===== config.mk =====
export PLATFORM = sky130hd
export DESIGN_NAME = accum_bank_flat
export DESIGN_NICKNAME = d
export VERILOG_FILES = /design/src/rtl/accum_bank_if.sv /design/src/rtl/accum_bank.sv /design/src/flat_wrapper.sv
export SDC_FILE = /design/constraint.sdc
export NUM_CORES = 2
export LEC_CHECK = 0
export BUFFER_PORTS_ARGS = -buffer_cell sky130_fd_sc_hd__clkbuf_2
export CORE_ASPECT_RATIO = 0.7
export CORE_MARGIN = 3
export CORE_UTILIZATION = 50
export CTS_BUF_LIST = sky130_fd_sc_hd__clkbuf_4 sky130_fd_sc_hd__clkbuf_8 sky130_fd_sc_hd__clkbuf_16
export CTS_CLUSTER_SIZE = 24
export DETAILED_ROUTE_END_ITERATION = 10
export PLACE_DENSITY = 0.76
export SYNTH_ARGS = -nofsm -noshare
export SYNTH_HDL_FRONTEND = slang
export SYNTH_HIERARCHICAL = 1
export SYNTH_SLANG_ARGS = --single-unit

===== constraint.sdc =====
create_clock -name clk -period 4.9 [get_ports clk]
set_input_delay 0 -clock clk [delete_from_list [all_inputs] [get_ports clk]]
set_output_delay 0 -clock clk [all_outputs]
set_load 0.02 [all_outputs]

===== src/rtl/accum_bank_if.sv =====
// Handshake bundle between the accumulator bank and its write source / drain consumer.
interface accum_bank_if #(
    parameter int COLS  = 2,
    parameter int RW    = 2,
    parameter int IN_W  = 16,
    parameter int ACC_W = 32
);
    logic                    in_valid;
    logic [RW-1:0]           in_row;
    logic                    in_acc;
    logic [COLS*IN_W-1:0]    in_data;
    logic                    swap;
    logic                    swap_ready;
    logic                    out_valid;
    logic                    out_ready;
    logic [RW-1:0]           out_row;
    logic                    out_last;
    logic [COLS*ACC_W-1:0]   out_data;
    logic                    busy;
    logic                    ovf;

    modport master (
        output in_valid, in_row, in_acc, in_data, swap, out_ready,
        input  swap_ready, out_valid, out_row, out_last, out_data, busy, ovf
    );

    modport slave (
        input  in_valid, in_row, in_acc, in_data, swap, out_ready,
        output swap_ready, out_valid, out_row, out_last, out_data, busy, ovf
    );
endinterface


===== src/rtl/accum_bank.sv =====
// Double-buffered accumulator bank: one bank accumulates array partial sums while the
// other drains row by row with clear-on-read; a swap exchanges their roles.
module accum_lane #(
    parameter int IN_W     = 16,
    parameter int ACC_W    = 32,
    parameter int SATURATE = 1
) (
    input  logic signed [ACC_W-1:0] cur,
    input  logic signed [IN_W-1:0]  din,
    input  logic                    acc,
    output logic signed [ACC_W-1:0] res,
    output logic                    ovf
);
    logic signed [ACC_W:0] din_x;
    logic signed [ACC_W:0] sum;

    always_comb begin
        din_x = {{(ACC_W+1-IN_W){din[IN_W-1]}}, din};
        sum   = {cur[ACC_W-1], cur} + din_x;
        res   = din_x[ACC_W-1:0];
        ovf   = 1'b0;
        if (acc) begin
            // Sign bits of the widened sum disagree exactly when ACC_W overflows.
            ovf = sum[ACC_W] ^ sum[ACC_W-1];
            res = sum[ACC_W-1:0];
            if (ovf && SATURATE != 0)
                res = sum[ACC_W] ? {1'b1, {(ACC_W-1){1'b0}}} : {1'b0, {(ACC_W-1){1'b1}}};
        end
    end
endmodule

module accum_bank #(
    parameter int COLS     = 2,
    parameter int ROWS     = 4,
    parameter int IN_W     = 16,
    parameter int ACC_W    = 32,
    parameter int SATURATE = 1
) (
    input  logic         clk,
    input  logic         reset,
    accum_bank_if.slave  bus
);
    localparam int RW = (ROWS > 1) ? $clog2(ROWS) : 1;
    localparam logic [RW:0]   ROWS_W   = ROWS[RW:0];
    localparam logic [RW-1:0] LAST_ROW = RW'(ROWS - 1);

    typedef enum logic {IDLE, DRAIN} state_t;

    state_t        state_q;
    logic          cmp_bank_q;
    logic [RW-1:0] drain_row_q;
    logic          ovf_q, ovf_d;

    logic signed [ACC_W-1:0] mem_q [2][ROWS][COLS];
    logic signed [ACC_W-1:0] mem_d [2][ROWS][COLS];

    logic signed [ACC_W-1:0] lane_res [COLS];
    logic [COLS-1:0]         lane_ovf;
    logic [COLS*ACC_W-1:0]   drain_data;

    logic          row_ok, wr_en, swap_acc, rd_fire;
    logic [RW-1:0] wr_idx;

    assign row_ok   = {1'b0, bus.in_row} < ROWS_W;
    assign wr_idx   = row_ok ? bus.in_row : '0;
    assign wr_en    = bus.in_valid && row_ok;
    assign swap_acc = bus.swap && (state_q == IDLE);
    assign rd_fire  = (state_q == DRAIN) && bus.out_ready;

    for (genvar c = 0; c < COLS; c++) begin : g_lane
        accum_lane #(.IN_W(IN_W), .ACC_W(ACC_W), .SATURATE(SATURATE)) u_lane (
            .cur (mem_q[cmp_bank_q][wr_idx][c]),
            .din (bus.in_data[c*IN_W +: IN_W]),
            .acc (bus.in_acc),
            .res (lane_res[c]),
            .ovf (lane_ovf[c])
        );
    end

    // Writes hit only the compute bank and clears only the drain bank, so they never collide.
    always_comb begin
        mem_d = mem_q;
        ovf_d = ovf_q;
        if (swap_acc)
            ovf_d = 1'b0;
        if (wr_en) begin
            for (int c = 0; c < COLS; c++)
                mem_d[cmp_bank_q][wr_idx][c] = lane_res[c];
            if (|lane_ovf)
                ovf_d = 1'b1;
        end
        if (rd_fire)
            for (int c = 0; c < COLS; c++)
                mem_d[~cmp_bank_q][drain_row_q][c] = '0;
    end

    always_ff @(posedge clk) begin
        if (reset) begin
            mem_q <= '{default: '0};
            ovf_q <= 1'b0;
        end else begin
            mem_q <= mem_d;
            ovf_q <= ovf_d;
        end
    end

    always_ff @(posedge clk) begin
        if (reset) begin
            state_q     <= IDLE;
            cmp_bank_q  <= 1'b0;
            drain_row_q <= '0;
        end else begin
            case (state_q)
                IDLE: if (bus.swap) begin
                    cmp_bank_q  <= ~cmp_bank_q;
                    drain_row_q <= '0;
                    state_q     <= DRAIN;
                end
                DRAIN: if (bus.out_ready) begin
                    if (drain_row_q == LAST_ROW) begin
                        drain_row_q <= '0;
                        state_q     <= IDLE;
                    end else begin
                        drain_row_q <= drain_row_q + 1'b1;
                    end
                end
                default: state_q <= IDLE;
            endcase
        end
    end

    always_comb begin
        drain_data = '0;
        if (state_q == DRAIN)
            for (int c = 0; c < COLS; c++)
                drain_data[c*ACC_W +: ACC_W] = mem_q[~cmp_bank_q][drain_row_q][c];
    end

    assign bus.swap_ready = (state_q == IDLE);
    assign bus.busy       = (state_q == DRAIN);
    assign bus.out_valid  = (state_q == DRAIN);
    assign bus.out_row    = drain_row_q;
    assign bus.out_last   = (drain_row_q == LAST_ROW);
    assign bus.out_data   = drain_data;
    assign bus.ovf        = ovf_q;
endmodule


===== src/flat_wrapper.sv =====
// flat-port wrapper written by rule: the top's interface ports become plain ports
module accum_bank_flat 
#(
    parameter int COLS     = 2,
    parameter int ROWS     = 4,
    parameter int IN_W     = 16,
    parameter int ACC_W    = 32,
    parameter int SATURATE = 1
)
  (clk, reset, bus_in_valid, bus_in_row, bus_in_acc, bus_in_data, bus_swap, bus_out_ready, bus_swap_ready, bus_out_valid, bus_out_row, bus_out_last, bus_out_data, bus_busy, bus_ovf);
  accum_bank_if #(.COLS(COLS), .RW(2), .IN_W(IN_W), .ACC_W(ACC_W)) bus_i ();
  input  logic clk;
  input  logic reset;
  input wire logic [$bits(bus_i.in_valid)-1:0] bus_in_valid;
  input wire logic [$bits(bus_i.in_row)-1:0] bus_in_row;
  input wire logic [$bits(bus_i.in_acc)-1:0] bus_in_acc;
  input wire logic [$bits(bus_i.in_data)-1:0] bus_in_data;
  input wire logic [$bits(bus_i.swap)-1:0] bus_swap;
  input wire logic [$bits(bus_i.out_ready)-1:0] bus_out_ready;
  output wire logic [$bits(bus_i.swap_ready)-1:0] bus_swap_ready;
  output wire logic [$bits(bus_i.out_valid)-1:0] bus_out_valid;
  output wire logic [$bits(bus_i.out_row)-1:0] bus_out_row;
  output wire logic [$bits(bus_i.out_last)-1:0] bus_out_last;
  output wire logic [$bits(bus_i.out_data)-1:0] bus_out_data;
  output wire logic [$bits(bus_i.busy)-1:0] bus_busy;
  output wire logic [$bits(bus_i.ovf)-1:0] bus_ovf;
  assign bus_i.in_valid = bus_in_valid;
  assign bus_i.in_row = bus_in_row;
  assign bus_i.in_acc = bus_in_acc;
  assign bus_i.in_data = bus_in_data;
  assign bus_i.swap = bus_swap;
  assign bus_i.out_ready = bus_out_ready;
  assign bus_swap_ready = bus_i.swap_ready;
  assign bus_out_valid = bus_i.out_valid;
  assign bus_out_row = bus_i.out_row;
  assign bus_out_last = bus_i.out_last;
  assign bus_out_data = bus_i.out_data;
  assign bus_busy = bus_i.busy;
  assign bus_ovf = bus_i.ovf;
  accum_bank #(.COLS(COLS), .ROWS(ROWS), .IN_W(IN_W), .ACC_W(ACC_W), .SATURATE(SATURATE)) u_core (.clk(clk), .reset(reset), .bus(bus_i));
endmodule

== Word-level counts from Yosys, hierarchy flattened ==
Cells that the tools add are included.
Storage, ports and cells
  output and inout bits: 71
  flip-flop bits (word level): 517
  input bits: 40
  logic and storage cells: 107
Operators by class
  muxes and demuxes: 52
  add/sub/neg operators: 3
  equality and inequality tests: 3
  magnitude comparators: 8
  reductions and logical operators: 9
  bitwise logic cells: 12
Operator list (number)
  256-bit 2-to-1 mux: 10
  512-bit bitwise AND: 2
  512-bit bitwise mux: 2
  256-bit demux with 1-bit select: 4
  512-bit 2-to-1 mux: 2
  512-bit NOT: 2
  64-bit demux with 2-bit select: 4
  64-bit 2-to-1 mux: 7
  64-bit binary-select mux with 2-bit select: 2
  32-bit 2-to-1 mux: 8
  32-bit by 16-bit adder with 33-bit output: 2
  1-bit 2-to-1 mux: 8
  3-bit greater-or-equal comparator (second input constant): 2
  1-bit logical AND: 6
  3-bit by 1-bit less-than comparator with 1-bit output (second input constant): 2
  2-bit 2-to-1 mux: 3
  2-bit NOT with 3-bit output: 2
  2-bit greater-or-equal comparator (second input constant): 2
  2-bit by 1-bit less-than comparator with 1-bit output (second input constant): 2
  2-bit inequality test (second input constant): 2
  1-bit NOT with 2-bit output: 2
  2-bit one-hot mux with 2 select lines: 1
  2-bit AND reduction: 2
  2-bit by 1-bit adder with 2-bit output (second input constant): 1
  other kinds (5): 7

== Logic depth before layout (Yosys ltp) ==
  word-level depth: 17
  depth in mapped cells: 24

== Hierarchy ==
Netlist, hierarchy kept.
Modules (own cells, without submodules)
  accum_bank: instances 1, area an instance 26576.7 um^2, cells each 3247
  accum_lane: instances 2, area an instance 2285.9 um^2, cells each 335

== Worst setup path after synthesis ==
Ideal clock, no wire load.
  kind: flip-flop to flip-flop
  start: register u_core.cmp_bank_q
  end: register u_core/mem_q[21] (netlist name)
  setup slack: 668 ps
  stages on the path, launching flop included: 25
  setup time: 70 ps
  path buffers: 6
  arrival: 4162 ps
  cells stage by stage: dfxtp_1 > buf_6 > buf_6 > buf_8 > buf_6 > nand2_1 > o22ai_1 > a31oi_1 > o21ai_1 > ha_1 > inv_1 > fa_1 > nand2b_1 > a21oi_1 > a211oi_1 > o31ai_2 > o211ai_1 > and3_1 > mux2i_2 > o22ai_2 > clkbuf_1 > o21ai_0 > buf_2 > nand2_1 > a21oi_1
RTL lines
  start, declared: RTL line accum_bank.sv:50  | logic cmp_bank_q;
  start signal, assigned: RTL line accum_bank.sv:115  | cmp_bank_q <= ~cmp_bank_q;
  end signal, assigned: RTL line accum_bank.sv:102  | mem_q <= mem_d;
  end, declared: RTL line accum_bank.sv:54  | logic signed [ACC_W-1:0] mem_q [2][ROWS][COLS];

==> results by group <==
Timing
  • Worst setup margin: ~0.088 ns
  • Final period util: 98.20%
  • Final Hold Viols: 2
  • Final min period: 4.812 ns
  • Worst slew pin tran: 1.302 ns
  • Setup TNS: 0 ns
  • Fmax: 207.8 MHz
  • Final setup vio count: 0
  • Clock Skew: 0.02990 ns
  • Worst hold margin: -0.001987 ns
  • Worst slew margin: 13.12%
  • Slew Limit Fails: 0
  • RSZ-0062 raised after global routing: true

Power and ir drop
  • PwrDens: 325.5 nW/um^2
  • Int Pwr: 7.710 mW
  • Comb power frac: ~22%
  • Net Sw Power: 3.514 mW
  • Sequential power share: 39.7%
  • Peak supply drop: between 0.0002 and 0.0003 V
  • Switching share of power: 31.31%
  • P_leak: 12.17 nW
  • Clock power frac: 38.2%

Run
  • Max Cap Viol: 0

Route
  • Avg WL per Cell: between 20 and 30 um
  • First-pass DRT Iterations: 6
  • # DRC: 0
  • Antenna viol nets, final: 0
  • Initial DRC Count: around 5000
  • Vias: between 30000 and 40000
  • Drt total wl: roughly 120000 um
  • Via density: ~6.6

Hold path
  • Hold crit path type: in2reg

Clock network
  • Clock-pin slew on the worst setup and hold paths: 0.07 ns
  • TritonCTS clock tree: done
  • CTS max path bufs: 3
  • Worst-Skew Late Latency: 0.61 ns
  • CTS root buf: clkbuf_16
  • H-Tree Depth: 2
  • Clock Sinks: 517
  • Num CTS Buffers: a little under 50

Floorplan
  • Starting Density: roughly half
  • Die width: between 300 and 400 um
  • Die area: approximately 65000 um^2
  • Row count: 75
  • IO Pins: 111
  • Die H: 214.8 um
  • Core area: roughly 60000 um^2

Final layout
  • Share of layout cells above drive strength 1: 16.06%
  • Final core occ: 56.70%
  • Non-Filler Instances: 4737
  • P&R area growth vs syn: 10.69%
  • Nets: approximately 4000
  • Most frequent cells in the layout: 1241 x nand2_1, 685 x a21oi_1, 514 x dfxtp_1
  • Most common cell after layout, fill and taps aside: nand2_1
  • Fill cell total of the finished layout: 5376

Place
  • Port bufs: 110
  • HPWL after DPL: 71900 um
  • Setup WS pre-CTS: 0.03597 ns
  • Placed Cells: around 4600
  • GP Congestion: 0.9877

Synth
  • Syn Inst Count: 3917
  • Synth warn: 6
  • Top_reg_cell synth: dfxtp_1
  • Net Count, Synth: 4027
  • Syn_area_per_cell: 7.952 um^2
  • Number of library cell types mapped by synthesis: 75
  • Async SR Flop Fraction: 0%
  • Register area share after synthesis: between 30% and 40%
  • Synthesized flop and latch total: 517
  • Area of the mapped netlist: 31150 um^2
  • Post-synth EDFFs: 0

Global route
  • Largest net degree at the start of global routing: 65
  • First-pass GRT wire length: 179200 um
  • Vias in the first global route: approximately 29000
  • GRT Util Overall: around a third
  • Global route overflow: 0
  • Antenna violations before repair: 6

Setup path
  • Crit Path Class: reg2reg
  • Crit. End Element: register
  • Startpoint types: register
  • Critical Path RT: approximately 5.3 ns
  • Critical-path maximum fanout: 23
  • Arrival @ worst endpoint: 5.25 ns

Run status
  • Status: finished, violations left
  • Failing checks: negative hold slack
## synth_stat cells (30+ instances only)
cell | instances | area [um^2]
mux4_2 | 147 | 3311
nand2_1 | 1242 | 4662
dfxtp_1 | 517 | 10350
buf_2 | 270 | 1351
inv_1 | 37 | 138.9
o21ai_0 | 106 | 530.5
clkbuf_1 | 66 | 247.7
ha_1 | 68 | 850.8
mux2i_1 | 122 | 1221
o22ai_1 | 46 | 287.8
xor2_1 | 30 | 262.8
a21oi_1 | 685 | 3428
nor2_1 | 51 | 191.4
xnor2_1 | 31 | 271.5
a22oi_1 | 44 | 330.3
a21o_1 | 40 | 300.3
mux2_2 | 31 | 349.1
## worst max-delay path, cell delays in order (launching register included)
cell      delay [ns]
dfxtp_4         0.39
inv_2           0.26
buf_12          0.30
mux4_2          0.52
o21ai_0         0.17
ha_1            0.39
nand2_1         0.09
o21ai_0         0.10
a21o_1          0.20
a21o_1          0.18
a211oi_1        0.32
and3_1          0.44
mux2i_4         0.16
buf_4           0.20
o21ai_2         0.37
a22oi_1         0.19
buf_4           0.21
nand2_1         0.07
a21oi_1         0.07
## what timing repair did
item,4_1_cts,5_1_grt
gates resized for setup,4,39
endpoints found under the setup margin,29,466
setup buffers,0,8
endpoints found under the hold margin,123,0
hold buffers,22,0
pin swaps,0,2
cloned,0,1
## final timing paths
check | depth (start not counted) | startpoint | endpoint | slack, ns
worst max-delay path | 18 | u_core/cmp_bank_q$_SDFFE_PP0P_ | u_core/mem_q[365]$_SDFF_PP0_ | 0.09
worst min-delay path | 6 | bus_in_data[23] | u_core/mem_q[71]$_SDFF_PP0_ | -0.002
worst max register to register | 18 | u_core/cmp_bank_q$_SDFFE_PP0P_ | u_core/mem_q[365]$_SDFF_PP0_ | 0.09
worst min register to register | 2 | u_core/mem_q[503]$_SDFF_PP0_ | u_core/mem_q[503]$_SDFF_PP0_ | 0.47
## layout make-up
cell class                 count  area [um^2]  share of cell area (%)
timing repair buffer         303         2257                   6.546
multi-input combinational   2979        18930                   54.90
clock inverter                18        299.0                  0.8673
inverter                      39        148.9                  0.4318
clock buffer                  72         1471                   4.268
antenna                        1        2.502                0.007258
sequential                   517        10360                   30.05
tap                          808         1011                   2.932
## registers in the layout (all words and copies together), names as in the netlist
register,cells
u_core/cmp_bank_q,1
u_core/bus.out_row,2
u_core/bus.ovf,1
u_core/bus.busy,1
u_core/mem_q,512
## routing by layer
metal  vias up  GRT usage [%]  routed length, um
li1      13630              -                  -
met1     14470          48.35              45000
met2      2763          49.83              48240
met3       558          10.83              20120
met4         6          14.88               6319
met5         -              0                 31
## power by group through the flow
stage / sequential [mW] / combinational [mW] / clock [mW]
after floorplan: 4.50 / 1.61 / 0
after global placement: 4.54 / 2.27 / 0
after detailed placement: 4.55 / 2.28 / 0
after CTS: 4.45 / 2.32 / 4.26
after global routing: 4.47 / 2.59 / 4.46
final: 4.46 / 2.48 / 4.28
## metrics by stage
| stage | instance area (um^2) | total power [mW] |
|---|---|---|
| after floorplan | 31150 | 6.118 |
| after global placement | 32220 | 6.808 |
| after detailed placement | 32220 | 6.831 |
| after CTS | 34220 | 11.03 |
| after global routing | 34480 | 11.53 |
| final | 34480 | 11.22 |
## kinds of logic (layout without fill, tap and decap cells)
logic type | count (synthesis) | after routing | share of synthesized area, %
xor gates and xnor gates | 61 | 61 | 1.715
muxes | 306 | 306 | 15.90
and+or+nand+nor | 1427 | 1427 | 18.56
AOI/OAI and AO/OA | 1106 | 1107 | 20.51
other | 0 | 1 | 0
adders and majority gates | 78 | 78 | 3.141
DFF | 517 | 517 | 33.23
buffers and inverters | 422 | 432 | 6.941
No activity file was read; power rests on OpenSTA's default activity.
